<file path="src/rtl/uart_pkg.sv">
// Shared UART definitions: receiver state encoding and default link parameters
// used by the receiver, transmitter and baud generator.
package uart_pkg;

  localparam int UART_DATA_BITS  = 8;
  localparam int UART_OVERSAMPLE = 16;
  localparam int UART_PARITY_EN  = 0;
  localparam int UART_PARITY_ODD = 0;

  typedef enum logic [2:0] {
    IDLE   = 3'd0,
    START  = 3'd1,
    DATA   = 3'd2,
    PARITY = 3'd3,
    STOP   = 3'd4
  } rx_state_t;

endpackage

</file>
<file path="src/rtl/uart_sync2.sv">
// Two-flop synchroniser for an asynchronous single-bit input, with a
// configurable reset value so idle-high lines do not glitch out of reset.
module uart_sync2 #(
  parameter logic RST_VAL = 1'b1
) (
  input  logic clk,
  input  logic rst_n,
  input  logic d_i,
  output logic q_o
);

  logic [1:0] sync_q;

  always_ff @(posedge clk) begin
    if (!rst_n) begin
      sync_q <= {2{RST_VAL}};
    end else begin
      sync_q <= {sync_q[0], d_i};
    end
  end

  assign q_o = sync_q[1];

endmodule

</file>
<file path="src/rtl/uart_rx.sv">
// UART receiver: synchronises rx, validates the start bit, samples data,
// parity and stop at mid-bit on oversample ticks, and holds each word for the host.
module uart_rx
  import uart_pkg::*;
#(
  parameter int DATA_BITS  = UART_DATA_BITS,
  parameter int OVERSAMPLE = UART_OVERSAMPLE,
  parameter int PARITY_EN  = UART_PARITY_EN,
  parameter int PARITY_ODD = UART_PARITY_ODD
) (
  input  logic                 clk,
  input  logic                 rst_n,
  input  logic                 tick,
  input  logic                 rx,
  output logic [DATA_BITS-1:0] data_out,
  output logic                 data_valid,
  input  logic                 data_ready,
  output logic                 frame_err,
  output logic                 parity_err,
  output logic                 overrun,
  output logic                 busy,
  output rx_state_t            dbg_state
);

  localparam int OS_W = $clog2(OVERSAMPLE);
  localparam int BC_W = $clog2(DATA_BITS + 1);
  localparam logic [OS_W-1:0] OS_HALF = OS_W'(OVERSAMPLE / 2 - 1);
  localparam logic [OS_W-1:0] OS_LAST = OS_W'(OVERSAMPLE - 1);
  localparam logic [BC_W-1:0] BC_LAST = BC_W'(DATA_BITS - 1);

  logic                 rx_s;
  rx_state_t            state_q, state_d;
  logic [OS_W-1:0]      os_cnt_q, os_cnt_d;
  logic [BC_W-1:0]      bit_cnt_q, bit_cnt_d;
  logic [DATA_BITS-1:0] shift_q, shift_d;
  logic                 perr_q, perr_d;
  logic [DATA_BITS-1:0] data_q, data_d;
  logic                 valid_q, valid_d;
  logic                 ferr_q, ferr_d;
  logic                 perr_out_q, perr_out_d;
  logic                 overrun_q, overrun_d;
  logic                 frame_done;
  logic                 load;

  uart_sync2 #(.RST_VAL(1'b1)) u_sync (
    .clk   (clk),
    .rst_n (rst_n),
    .d_i   (rx),
    .q_o   (rx_s)
  );

  always_ff @(posedge clk) begin
    if (!rst_n) begin
      state_q    <= IDLE;
      os_cnt_q   <= '0;
      bit_cnt_q  <= '0;
      shift_q    <= '0;
      perr_q     <= 1'b0;
      data_q     <= '0;
      valid_q    <= 1'b0;
      ferr_q     <= 1'b0;
      perr_out_q <= 1'b0;
      overrun_q  <= 1'b0;
    end else begin
      state_q    <= state_d;
      os_cnt_q   <= os_cnt_d;
      bit_cnt_q  <= bit_cnt_d;
      shift_q    <= shift_d;
      perr_q     <= perr_d;
      data_q     <= data_d;
      valid_q    <= valid_d;
      ferr_q     <= ferr_d;
      perr_out_q <= perr_out_d;
      overrun_q  <= overrun_d;
    end
  end

  // Frame sequencing only moves on tick cycles; everything holds otherwise.
  always_comb begin
    state_d   = state_q;
    os_cnt_d  = os_cnt_q;
    bit_cnt_d = bit_cnt_q;
    shift_d   = shift_q;
    perr_d    = perr_q;
    if (tick) begin
      case (state_q)
        IDLE: begin
          if (!rx_s) begin
            state_d  = START;
            os_cnt_d = '0;
            perr_d   = 1'b0;
          end
        end
        START: begin
          if (os_cnt_q == OS_HALF) begin
            if (rx_s) begin
              state_d = IDLE;
            end else begin
              state_d   = DATA;
              os_cnt_d  = '0;
              bit_cnt_d = '0;
            end
          end else begin
            os_cnt_d = os_cnt_q + 1'b1;
          end
        end
        DATA: begin
          if (os_cnt_q == OS_LAST) begin
            shift_d   = {rx_s, shift_q[DATA_BITS-1:1]};
            os_cnt_d  = '0;
            bit_cnt_d = bit_cnt_q + 1'b1;
            if (bit_cnt_q == BC_LAST) begin
              state_d = (PARITY_EN != 0) ? PARITY : STOP;
            end
          end else begin
            os_cnt_d = os_cnt_q + 1'b1;
          end
        end
        PARITY: begin
          if (os_cnt_q == OS_LAST) begin
            perr_d   = (^shift_q) ^ rx_s ^ (PARITY_ODD != 0);
            os_cnt_d = '0;
            state_d  = STOP;
          end else begin
            os_cnt_d = os_cnt_q + 1'b1;
          end
        end
        STOP: begin
          if (os_cnt_q == OS_LAST) begin
            os_cnt_d = '0;
            state_d  = IDLE;
          end else begin
            os_cnt_d = os_cnt_q + 1'b1;
          end
        end
        default: state_d = IDLE;
      endcase
    end
  end

  // valid/ready: a word transfers on any clk with data_valid && data_ready;
  // data_out and its flags hold unchanged until then.
  always_comb begin
    busy       = (state_q != IDLE);
    frame_done = tick && (state_q == STOP) && (os_cnt_q == OS_LAST);
    load       = frame_done && (!valid_q || data_ready);
    data_d     = data_q;
    ferr_d     = ferr_q;
    perr_out_d = perr_out_q;
    valid_d    = valid_q;
    if (valid_q && data_ready) begin
      valid_d = 1'b0;
    end
    if (load) begin
      valid_d    = 1'b1;
      data_d     = shift_q;
      ferr_d     = ~rx_s;
      perr_out_d = (PARITY_EN != 0) ? perr_q : 1'b0;
    end
    overrun_d  = frame_done && !load;
  end

  assign data_out   = data_q;
  assign data_valid = valid_q;
  assign frame_err  = ferr_q;
  assign parity_err = perr_out_q;
  assign overrun    = overrun_q;
  assign dbg_state  = state_q;

endmodule

</file>
<file path="config.mk">
export PLATFORM = sky130hd
export DESIGN_NAME = uart_rx
export DESIGN_NICKNAME = d
export VERILOG_FILES = /design/src/rtl/uart_pkg.sv /design/src/rtl/uart_sync2.sv /design/src/rtl/uart_rx.sv
export SDC_FILE = /design/constraint.sdc
export NUM_CORES = 1
export LEC_CHECK = 0
export CAP_MARGIN = 10
export CORE_UTILIZATION = 50
export DETAILED_ROUTE_END_ITERATION = 10
export PLACE_DENSITY_LB_ADDON = 0.25
export SETUP_SLACK_MARGIN = 0.15
export SYNTH_ARGS = -nofsm -noshare
export SYNTH_HDL_FRONTEND = slang
export SYNTH_SLANG_ARGS = --single-unit
export TNS_END_PERCENT = 100
</file>
<file path="constraint.sdc">
create_clock -name clk -period 5.1 [get_ports clk]
set_input_delay 1.02 -clock clk [delete_from_list [all_inputs] [get_ports clk]]
set_output_delay 1.02 -clock clk [all_outputs]
set_load 0.03 [all_outputs]
</file>
# Word-level counts from Yosys, hierarchy flattened
# Cells that the tools add are included.
[op_classes] add_sub_neg=2 n_reduce_logical=18 eq_ne=14 bitwise_logic=1 mux=18
[op_table] cell="two-way mux 4 bit" n=6
[op_table] cell="two-way mux 3 bit" n=6
[op_table] cell="case mux 3 bit (5 select lines)" n=1
[op_table] cell="!= test 2 bit, second input constant" n=7
[op_table] cell="case mux 4 bit (3 select lines)" n=1
[op_table] cell="adder 4 x 1 -> 4 bit, second input constant" n=2
[op_table] cell="equality test 4 x 3 -> 1 bit, second input constant" n=2
[op_table] cell="case mux 4 bit (2 select lines)" n=1
[op_table] cell="AND reduction 7 bit" n=1
[op_table] cell="equality test 3 x 2 -> 1 bit, second input constant" n=2
[op_table] cell="nonzero test 3 bit" n=2
[op_table] cell="logical AND 1 bit" n=5
[op_table] cell="AND reduction 5 bit" n=1
[op_table] cell="equality test 4 bit, second input constant" n=1
[op_table] cell="nonzero test 2 bit" n=2
[op_table] cell="equality test 3 x 1 -> 1 bit, second input constant" n=1
[op_table] cell="equality test 3 bit, second input constant" n=1
[op_table] cell="logical NOT 3 bit" n=1
[op_table] cell="AND reduction 3 bit" n=1
[op_table] cell="OR reduction 3 bit" n=1
[op_table] cell="logical NOT 1 bit" n=2
[op_table] cell="two-way mux 1 bit" n=2
[op_table] cell="two-way mux 2 bit" n=1
[op_table] cell="AND reduction 2 bit" n=1
[op_table] cell="other kinds (2)" n=2
[word_totals] register_bits=32

# Longest topological paths before layout
# Gate-level depths: netlist (run 1).
[logic_depth] ltp_word=6 ltp_mapped=7

# Cells and area by module
# A second synthesis (run 1) with hierarchy kept.
[hier_totals] hier_cells=176 area_unflattened_um2=1535.2
[modules_own_cells] mod="uart_rx" n_inst=1 seq_area_each_um2=600.6 cells_per_inst=172 area_per_inst_um2=1482.7
[modules_own_cells] mod="uart_sync2" n_inst=1 seq_area_each_um2=40.0 cells_per_inst=4 area_per_inst_um2=52.6

# Worst setup path before layout (run 1)
# OpenSTA, ideal clock, no wires.
[synth_path] path_type="flip-flop to output port" from="register state_q[1], in the netlist dbg_state[1]" to="output busy" n_path_buf=1 t_arrival_ns=1.183 path_slack_ns=2.897 stages_incl_launch_ff=4 required_ns=4.080 path_cell_list="dfxtp_1 > clkbuf_1 > nor3_1 > inv_1"
[synth_via] elab_chain_len=1
[synth_lines] element="start, declared" line="uart_rx.sv:32" rtl="rx_state_t state_q, state_d;"
[synth_lines] element="start signal, assigned" line="uart_rx.sv:65" rtl="state_q <= state_d;"
[synth_lines] element="nonzero test 3 bit" line="uart_rx.sv:144" rtl="busy = (state_q != IDLE);"
[synth_lines] element="end, declared" line="uart_rx.sv:21" rtl="output logic busy,"
# Every way passes these cells.

# Worst setup path after layout (run 1)
[layout_path] from="register state_q[2], in the netlist dbg_state[2]" to="output busy"
# Same word-level chain as after synthesis.

==> summary.md, run 1 <==
| Metric | Value |
|---|---|
| Status | `finished, violations left` |
| Failing checks | `DRC` |
| CTS Sinks | `32` |
| I/O pin cnt | `21` |
| Clk_lat worst skew | `around 0.31 ns` |
| Number of synthesized flops with an enable pin | `0` |
| Share of cells above drive strength 1 | `roughly 6.5%` |
| Nets | `191` |
| Worst-margin pin slew | `around 0.9 ns` |
| DRC Markers | `1` |
| Setup ws final | `2.10 ns` |
| Chip Width | `around 58 um` |
| Max Cap Viol | `0` |
| First-pass GRT wire length | `approximately 5.2 mm` |
| Max H-tree Level | `2` |
| Post-synth cell types | `38` |
| GRT overflow | `0` |
| Post-Synthesis Cells | `around 170` |
| Die Ht | `roughly 58 um` |
| Via density | `5.78` |
| TritonCTS buffer count | `5` |
| Clock root cell | `clkbuf_4` |
| Routed wire length | `3.00 mm` |
| Die Area | `around 3300 um^2` |
| Rows | `19` |
| Top FF cell, synth | `dfxtp_1` |
| Mapped Area | `1540 um^2` |
| Clock buffer depth | `2` |
| Leak pwr | `a little over 0.6 nW` |
| P&R area growth vs syn | `14.5%` |
| # resized after CTS | `0` |
| Critical path data required time | `~4.1 ns` |
| Multi-input logic area | `around 830 um^2` |
| Register area share after synthesis | `41.5%` |
| WL per Instance | `roughly 14 um` |
| Clock-pin slew on the worst setup and hold paths | `about 0.09 ns` |
| Antenna diode count | `0` |
| Overall Power | `about 0.4 mW` |
| Initial Utilization | `between 50 and 60%` |
| Syn avg cell area | `around 9 um^2` |
| # setup viols final | `0` |
| Initial antenna violation count | `0` |
| F_max | `~330 MHz` |
| Commonest non-fill, non-tap cell in the layout | `dfxtp_1` |
| Global-route usage over all layers | `between 20% and 30%` |
| Min Tclk post-route | `3.00 ns` |
| Worst vdd ir | `0.195 mV` |
| Core area | `~2800 um^2` |
| Routability cong. | `approximately 0.8` |
| Worst Skew | `0.00463 ns` |
| Power Density | `226 nW/um^2` |
| TNS Setup | `0 ns` |
| CP Launch Type | `flop` |
| Register area | `between 600 and 700 um^2` |
| Unrepaired setup endpoints after global routing | `no` |
| Antenna viol nets, final | `0` |
| Final Max Tran Viols | `0` |
| Crit path capture type | `primary output` |
| Yosys warnings | `0` |
| Vias in the first global route | `between 1000 and 1500` |
| CTS tree | `yes` |
| Setup CP Type | `reg -> out` |
| Core Util, Final | `between 60 and 70%` |
| Postcts setup bufs | `0` |
| Final hold vios | `0` |
| Hold crit path type | `reg -> reg` |
| Port Buffers | `19` |
| Pin count of the biggest net entering global routing | `32` |
| Slew margin rel. | `40.6%` |
| Fin crit share | `about 59%` |
| Yosys reg bits | `32` |
| CP max FO | `14` |
| Filler cells | `between 200 and 250` |
| Post-synth ARST share | `0%` |
| Hold_buf cts | `0` |
| Most frequent cells in the layout | `dfxtp_1, nor2b_1, clkdlybuf4s50_1` |
| Initial DRC Count | `51` |
| Worst slack, placed | `between 2 and 2.5 ns` |
| DP Wirelength | `about 2.1 mm` |
| WP data arrival | `roughly 2.0 ns` |
| Fin Hold WS | `around 0.4 ns` |
| DR vias | `~1200` |
| Detailed Routing Iterations Pass 1 | `8` |
| Synthesized Nets | `175` |
cells in the mapped netlist, types with 2 or more instances:
master     n  area, um^2
nor2_1     8        30.0
o211a_1    2        20.0
o21a_1     4        30.0
a21boi_0   3        22.5
nand2b_1   4        25.0
clkbuf_1   6        22.5
a31oi_1    2        12.5
inv_1      3        11.3
dfxtp_1   32         641
nor2b_1   23         144
and3_1     5        31.3
nand3_1    5        25.0
o21ai_0    9        45.0
or3_1      2        12.5
nand2_1   14        52.6
ha_1       2        25.0
nor3_1     3        15.0
a21oi_1    4        20.0
mux2i_1   17         170
buf_4      2        15.0
final timing paths:
kind | start | end | slack [ns] | depth (start not counted)
setup / recovery | dbg_state[2]$_SDFFE_PN0P_ | busy | 2.10 | 3
hold / removal | u_sync.sync_q[0]$_SDFF_PN1_ | u_sync.sync_q[1]$_SDFF_PN1_ | 0.41 | 1
setup reg to reg | os_cnt_q[1]$_SDFFE_PN0P_ | data_out[4]$_SDFFE_PN0P_ | 2.92 | 7
hold reg to reg | u_sync.sync_q[0]$_SDFF_PN1_ | u_sync.sync_q[1]$_SDFF_PN1_ | 0.41 | 1
layer usage:
layer | vias up | share of wire (%) | global-route usage (%)
met5 | - | 0 | 0
met4 | 0 | 1.7 | 9.41
met3 | 7 | 4.2 | 4.99
met2 | 26 | 49 | 33.1
met1 | 593 | 45 | 25.3
li1 | 616 | - | -
cell families after synthesis:
logic type      count (synthesis)  share of synthesized area, %
compound gates                 34                          16.9
fa+ha+maj                       2                          1.62
xor+xnor                        1                         0.568
other cells                     1                         0.243
buf+inv                        14                          4.54
flops                          32                          41.5
mux                            17                          11.0
simple gates                   67                          23.6
critical path: stages (launching register included):
cell and delay [ns]:
dfxtp_1 0.65, nor3_1 0.17, inv_1 0.15, clkdlybuf4s50_1 0.69
final cells by class:
cell class / instances / share of cell area, %
Clock buffer: 6 / 2.34
Clock inverter: 1 / 0.283
Inverter: 3 / 0.637
Multi-Input combinational cell: 122 / 47.1
Sequential cell: 32 / 36.3
Tap cell: 31 / 2.20
Timing Repair Buffer: 20 / 11.2
sequential cells by signal (all words and copies together) (netlist names):
register and count:
u_sync.sync_q 2, data_out 8, data_valid 1, bit_cnt_q 4, overrun 1, frame_err 1
os_cnt_q 4, dbg_state 3, shift_q 8
metrics by stage:
stage / instances / instance area, um^2
global route: 215 / 1770
global placement: 208 / 1720
CTS: 215 / 1770
detailed placement: 208 / 1720
finish: 215 / 1770
floorplan: 168 / 1540
power breakdown:
part / internal [mW] / switching [mW] / leakage [nW]
sequential: 0.251 / 0.00185 / 0.258
combinational: 0.00854 / 0.0102 / 0.337
clock: 0.0507 / 0.0775 / 0.0281
Note: power is estimated with default switching activity, not from simulation.
==> inputs of run 2 (changes only) <==
- CORE_UTILIZATION: 50 -> 48
- clock period: 5.1 -> 2.6 ns (I/O delays scaled with it)
==> run 2 against run 1 <==
  * The flow now finishes without violations
  * Clock skew up 0.0076 ns
  * Core utilization shrank 1.8 points
  * Non-clock buffer count increased by 4
  * Clock power grew to 3.0 times the previous value
  * Cell count up 8.4%
  * Final area rose by 4.8%
  * Critical path type unchanged
==> summary.md, run 2 (synthesized netlist as in run 1, its figures left out) <==
| Metric | Value |
|---|---|
| Status | `complete, no violations (was finished, violations left)` |
| # resized after CTS | `0 (unchanged)` |
| WP data arrival | `1.75 ns (was 1.98 ns)` |
| P&R area growth vs syn | `20.0% (was 14.5%)` |
| Hold crit path type | `reg -> reg (unchanged)` |
| TNS Setup | `0 ns (unchanged)` |
| Chip Width | `58.7 um (was 57.5 um)` |
| Setup CP Type | `reg -> out (unchanged)` |
| Max Cap Viol | `0 (unchanged)` |
| Clock-pin slew on the worst setup and hold paths | `0.11 ns (was 0.09 ns)` |
| WL per Instance | `13.1 um (was 14.0 um)` |
| DR vias | `1228 (was 1242)` |
| Power Density | `492 nW/um^2 (was 226 nW/um^2)` |
| First-pass GRT wire length | `5.26 mm (was 5.17 mm)` |
| Core area | `3050 um^2 (was 2830 um^2)` |
| Via density | `5.27 (was 5.78)` |
| Routability cong. | `0.820 (was 0.803)` |
| Share of cells above drive strength 1 | `10.1% (was 6.52%)` |
| Die Area | `3440 um^2 (was 3310 um^2)` |
| Antenna diode count | `0 (unchanged)` |
| Net Sw Frac | `22.1% (was 22.4%)` |
| Clock root cell | `clkbuf_4 (unchanged)` |
| Initial antenna violation count | `0 (unchanged)` |
| Die Ht | `58.7 um (was 57.5 um)` |
| Pin count of the biggest net entering global routing | `21 (was 32)` |
| Max H-tree Level | `2 (unchanged)` |
| Leak pwr | `0.659 nW (was 0.624 nW)` |
| Clk_lat worst skew | `0.33 ns (was 0.31 ns)` |
| Setup ws final | `0.333 ns (was 2.10 ns)` |
| CTS Sinks | `32 (unchanged)` |
| Nets | `195 (was 191)` |
| Min Tclk post-route | `2.27 ns` |
| CP max FO | `10 (was 14)` |
| I/O pin cnt | `21 (unchanged)` |
| Antenna viol nets, final | `0 (unchanged)` |
| TritonCTS buffer count | `5 (unchanged)` |
| Hold_buf cts | `0 (unchanged)` |
| Initial DRC Count | `66 (was 51)` |
| DRC Markers | `0 (was 1)` |
| DP Wirelength | `2.15 mm (was 2.09 mm)` |
| Combinational power share | `4.2% (was 4.7%)` |
| R2r setup slk | `0.73 ns (was 2.92 ns)` |
| GRT overflow | `0 (unchanged)` |
| Sequential cell fraction of total power | `54.4% (was 63.2%)` |
| Clock power share | `41.4% (was 32.1%)` |
| Global-route usage over all layers | `20.6% (was 20.3%)` |
| Clock buffer depth | `2 (unchanged)` |
| Filler cells | `294 (was 246)` |
| CP Launch Type | `flop (unchanged)` |
| Worst vdd ir | `0.302 mV (was 0.195 mV)` |
| Postcts setup bufs | `0 (unchanged)` |
| Final Max Tran Viols | `0 (unchanged)` |
| Detailed Routing Iterations Pass 1 | `4 (was 8)` |
| NetSw | `0.201 mW (was 0.0895 mW)` |
| Fin crit share | `just under 90%` |
| Commonest non-fill, non-tap cell in the layout | `dfxtp_1 (unchanged)` |
| Most frequent cells in the layout | `dfxtp_1, nor2b_1, clkdlybuf4s50_1 (unchanged)` |
| # setup viols final | `0 (unchanged)` |
| Worst slack, placed | `0.456 ns (was 2.09 ns)` |
| Overall Power | `0.911 mW (was 0.400 mW)` |
| Rows | `20 (was 19)` |
| Crit path capture type | `primary output (unchanged)` |
| Port Buffers | `19 (unchanged)` |
| Vias in the first global route | `1147 (was 1197)` |
| F_max | `roughly 440 MHz` |
| Routed wire length | `3.05 mm (was 3.00 mm)` |
| Unrepaired setup endpoints after global routing | `no (unchanged)` |
| Critical path data required time | `2.08 ns (was 4.08 ns)` |
| Initial Utilization | `50.5% (was 54.5%)` |
| Final hold vios | `0 (unchanged)` |
| CTS tree | `yes (unchanged)` |
| Internal power | `0.710 mW (was 0.310 mW)` |
| Worst Skew | `0.0122 ns (was 0.00463 ns)` |
## run 2: cell type report
cell class	count	area (um^2)	share of cell area, %
Multi-Input combinational cell	122	837	45.2
Sequential cell	32	641	34.6
Clock buffer	5	37.5	2.03
Tap cell	44	55.1	2.97
Timing Repair Buffer	24	228	12.3
Clock inverter	3	42.5	2.30
Inverter	3	11.3	0.608
## run 2: power by group through the flow
stage | registers, mW | clock network (mW) | logic, mW
6_report | 0.496 | 0.378 | 0.0381
5_1_grt | 0.497 | 0.416 | 0.0420
4_1_cts | 0.496 | 0.391 | 0.0380
3_5_place_dp | 0.507 | 0 | 0.0377
3_3_place_gp | 0.507 | 0 | 0.0368
2_1_floorplan | 0.506 | 0 | 0.0268
## run 2: path summary, 6_finish.rpt
check | from | endpoint | cells past startpoint
hold / removal | u_sync.sync_q[0]$_SDFF_PN1_ | u_sync.sync_q[1]$_SDFF_PN1_ | 1
setup / recovery | dbg_state[0]$_SDFFE_PN0P_ | busy | 3
setup reg to reg | dbg_state[1]$_SDFFE_PN0P_ | shift_q[4]$_SDFFE_PN0P_ | 7
hold reg to reg | u_sync.sync_q[0]$_SDFF_PN1_ | u_sync.sync_q[1]$_SDFF_PN1_ | 1
## run 2: critical path, stage by stage, from the launching register on
cell and delay, ns:
dfxtp_1 0.51, nor3_2 0.11, inv_1 0.12, clkdlybuf4s50_1 0.68
## run 2: metrics by stage
step	instance area [um^2]	util [%]	hold slack (ns)	std cells
4_1_cts	1850	60.5	0.425	233
6_report	1850	60.7	0.420	233
3_5_place_dp	1770	57.9	0.401	225
2_1_floorplan	1540	-	0.386	168
3_3_place_gp	1770	57.9	0.391	225
5_1_grt	1850	60.7	0.457	233
## run 2: routing by layer
layer  routed length [um]  up-vias  global-route usage (%)
met5                    0        -                       0
met4                   43        0                    8.16
met3                  147        6                    5.71
met2                 1380       23                    29.7
met1                 1480      577                    29.2
li1                     -      622                       -
==> inputs of run 3 (changes only) <==
- CORE_UTILIZATION: 48 -> 50
- clock period: 2.6 -> 2.4 ns (I/O delays scaled with it)
==> run 3 against run 2 <==
  * The run now ends with DRC left
  * Hold slack lost 0.0030 ns
  * Sequential share of layout area grew 0.30 points
  * Cell count shrank 5.6%
  * Sequential power grew 8.3%
  * Power increased by 7.4%
  * Largest power group unchanged
  * Non-clock buffer count is the same
==> summary.md, run 3 (synthesized netlist as in run 1, its figures left out) <==
| Metric | Value |
|---|---|
| Initial Utilization | `54.5% (was 50.5%)` |
| CP max FO | `13 (was 10)` |
| Die Area | `3310 um^2 (was 3440 um^2)` |
| Setup CP Type | `reg -> out (unchanged)` |
| Power Density | `532 nW/um^2 (was 492 nW/um^2)` |
| Antenna viol nets, final | `0 (unchanged)` |
| GR Layer Usage met2 | `34.9% (was 29.7%)` |
| Crit path capture type | `primary output (unchanged)` |
| Postcts setup bufs | `0 (unchanged)` |
| Routed wire length | `3.04 mm (was 3.05 mm)` |
| Hold crit path type | `reg -> reg (unchanged)` |
| F_max | `just under 500 MHz` |
| Clock buffer depth | `2 (unchanged)` |
| # setup viols final | `0 (unchanged)` |
| Core Util, Final | `65.0% (was 60.7%)` |
| Die Ht | `57.5 um (was 58.7 um)` |
| Min Tclk post-route | `roughly 2.1 ns` |
| Max Cap Viol | `0 (unchanged)` |
| Met3 usage in global routing | `4.76% (was 5.71%)` |
| Routability cong. | `0.853 (was 0.820)` |
| Vias in the first global route | `1204 (was 1147)` |
| Unrepaired setup endpoints after global routing | `no (unchanged)` |
| Most frequent cells in the layout | `dfxtp_1, nor2b_1, clkdlybuf4s50_1 (unchanged)` |
| Final hold vios | `0 (unchanged)` |
| Nets | `195 (unchanged)` |
| CTS tree | `yes (unchanged)` |
| Pin count of the biggest net entering global routing | `23 (was 21)` |
| R2r setup slk | `0.59 ns (was 0.73 ns)` |
| DR vias | `1205 (was 1228)` |
| Critical path data required time | `1.92 ns (was 2.08 ns)` |
| CTS Sinks | `32 (unchanged)` |
| Worst Skew | `0.00781 ns (was 0.0122 ns)` |
| Global-route usage over all layers | `21.0% (was 20.6%)` |
| Initial antenna violation count | `0 (unchanged)` |
| Clock-pin slew on the worst setup and hold paths | `0.10 ns (was 0.11 ns)` |
| First-pass GRT wire length | `5.33 mm (was 5.26 mm)` |
| Final Max Tran Viols | `0 (unchanged)` |
| DRC Markers | `1 (was 0)` |
| TNS Setup | `0 ns (unchanged)` |
| Chip Width | `57.5 um (was 58.7 um)` |
| P&R area growth vs syn | `19.2% (was 20.0%)` |
| I/O pin cnt | `21 (unchanged)` |
| Port Buffers | `19 (unchanged)` |
| Clock root cell | `clkbuf_4 (unchanged)` |
| Status | `finished, violations left (was complete, no violations)` |
| Max H-tree Level | `2 (unchanged)` |
| Leak pwr | `0.677 nW (was 0.659 nW)` |
| Filler cells | `226 (was 294)` |
| Detailed Routing Iterations Pass 1 | `7 (was 4)` |
| Core area | `2830 um^2 (was 3050 um^2)` |
| Initial DRC Count | `32 (was 66)` |
| WL per Instance | `13.8 um (was 13.1 um)` |
| GRT overflow | `0 (unchanged)` |
| CP Launch Type | `flop (unchanged)` |
| Commonest non-fill, non-tap cell in the layout | `dfxtp_1 (unchanged)` |
| Post-route design area | `1840 um^2 (was 1850 um^2)` |
| Clk_lat worst skew | `0.32 ns (was 0.33 ns)` |
| Fin crit share | `86.7%` |
| Worst vdd ir | `0.436 mV (was 0.302 mV)` |
| GR Util met1 | `26.8% (was 29.2%)` |
| Rows | `19 (was 20)` |
| Placed Area | `1750 um^2 (was 1770 um^2)` |
| Share of cells above drive strength 1 | `10.6% (was 10.1%)` |
| DP Wirelength | `2.21 mm (was 2.15 mm)` |
| Antenna diode count | `0 (unchanged)` |
| Via density | `5.48 (was 5.27)` |
| Non-Filler Instances | `220 (was 233)` |
| Failing checks | `DRC` |
| TritonCTS buffer count | `5 (unchanged)` |
| Number of placed instances with taps included | `212 (was 225)` |
| WP data arrival | `1.60 ns (was 1.75 ns)` |
| Gr busiest metal | `met2 (unchanged)` |
-- run 3: cell count changes in the layout (fill, tap and decap cells not counted) --
cell / delta
clkdlybuf4s50_1: -1
dlymetal6s2s_1: +1
dfxtp_2: +1
dfxtp_1: -1
-- run 3: cell type report --
class | count | area, um^2 | share of cell area, %
Clock buffer | 5 | 37.5 | 2.04
Clock inverter | 3 | 42.5 | 2.31
Inverter | 3 | 11.3 | 0.612
Multi-Input combinational cell | 122 | 837 | 45.5
Sequential cell | 32 | 642 | 34.9
Tap cell | 31 | 38.8 | 2.11
Timing Repair Buffer | 24 | 230 | 12.5
-- run 3: per-stage QoR --
step | hold WS (ns) | setup slack, ns | power, mW
6_report | 0.417 | 0.319 | 0.979
3_3_place_gp | 0.393 | 0.374 | 0.589
4_1_cts | 0.419 | 0.187 | 0.992
3_5_place_dp | 0.394 | 0.337 | 0.590
2_1_floorplan | 0.386 | 0.552 | 0.577
5_1_grt | 0.441 | 0.258 | 1.02
-- run 3: report_power, final --
group          switching (mW)  total (mW)  internal [mW]
sequential            0.00384       0.537          0.533
clock                   0.184       0.401          0.217
combinational          0.0216      0.0405         0.0189
total                   0.209       0.979          0.769
-- run 3: repair_timing --
action,4_1_cts,5_1_grt
resized for setup,2,1
hold buffers,0,0
endpoints found under the hold margin,0,0
setup endpoints to repair,1,1
-- run 3: final timing paths --
path	endpoint	start	depth (start not counted)
worst min-delay path	u_sync.sync_q[1]$_SDFF_PN1_	u_sync.sync_q[0]$_SDFF_PN1_	1
worst max-delay path	dbg_state[2]	dbg_state[2]$_SDFFE_PN0P_	2
worst min register to register	u_sync.sync_q[1]$_SDFF_PN1_	u_sync.sync_q[0]$_SDFF_PN1_	1
worst max register to register	bit_cnt_q[2]$_SDFFE_PN0P_	dbg_state[1]$_SDFFE_PN0P_	5
-- run 3: routing by layer --
| metal | part of all wire [%] | vias to the layer above |
|---|---|---|
| li1 | - | 619 |
| met1 | 49 | 571 |
| met2 | 48 | 13 |
| met3 | 2.6 | 2 |
| met4 | 0.43 | 0 |
| met5 | 0 | - |
-- run 3: critical path, stage by stage, from the launching register on --
cell	delay, ns
dfxtp_1	0.37
buf_4	0.21
clkdlybuf4s50_1	0.70
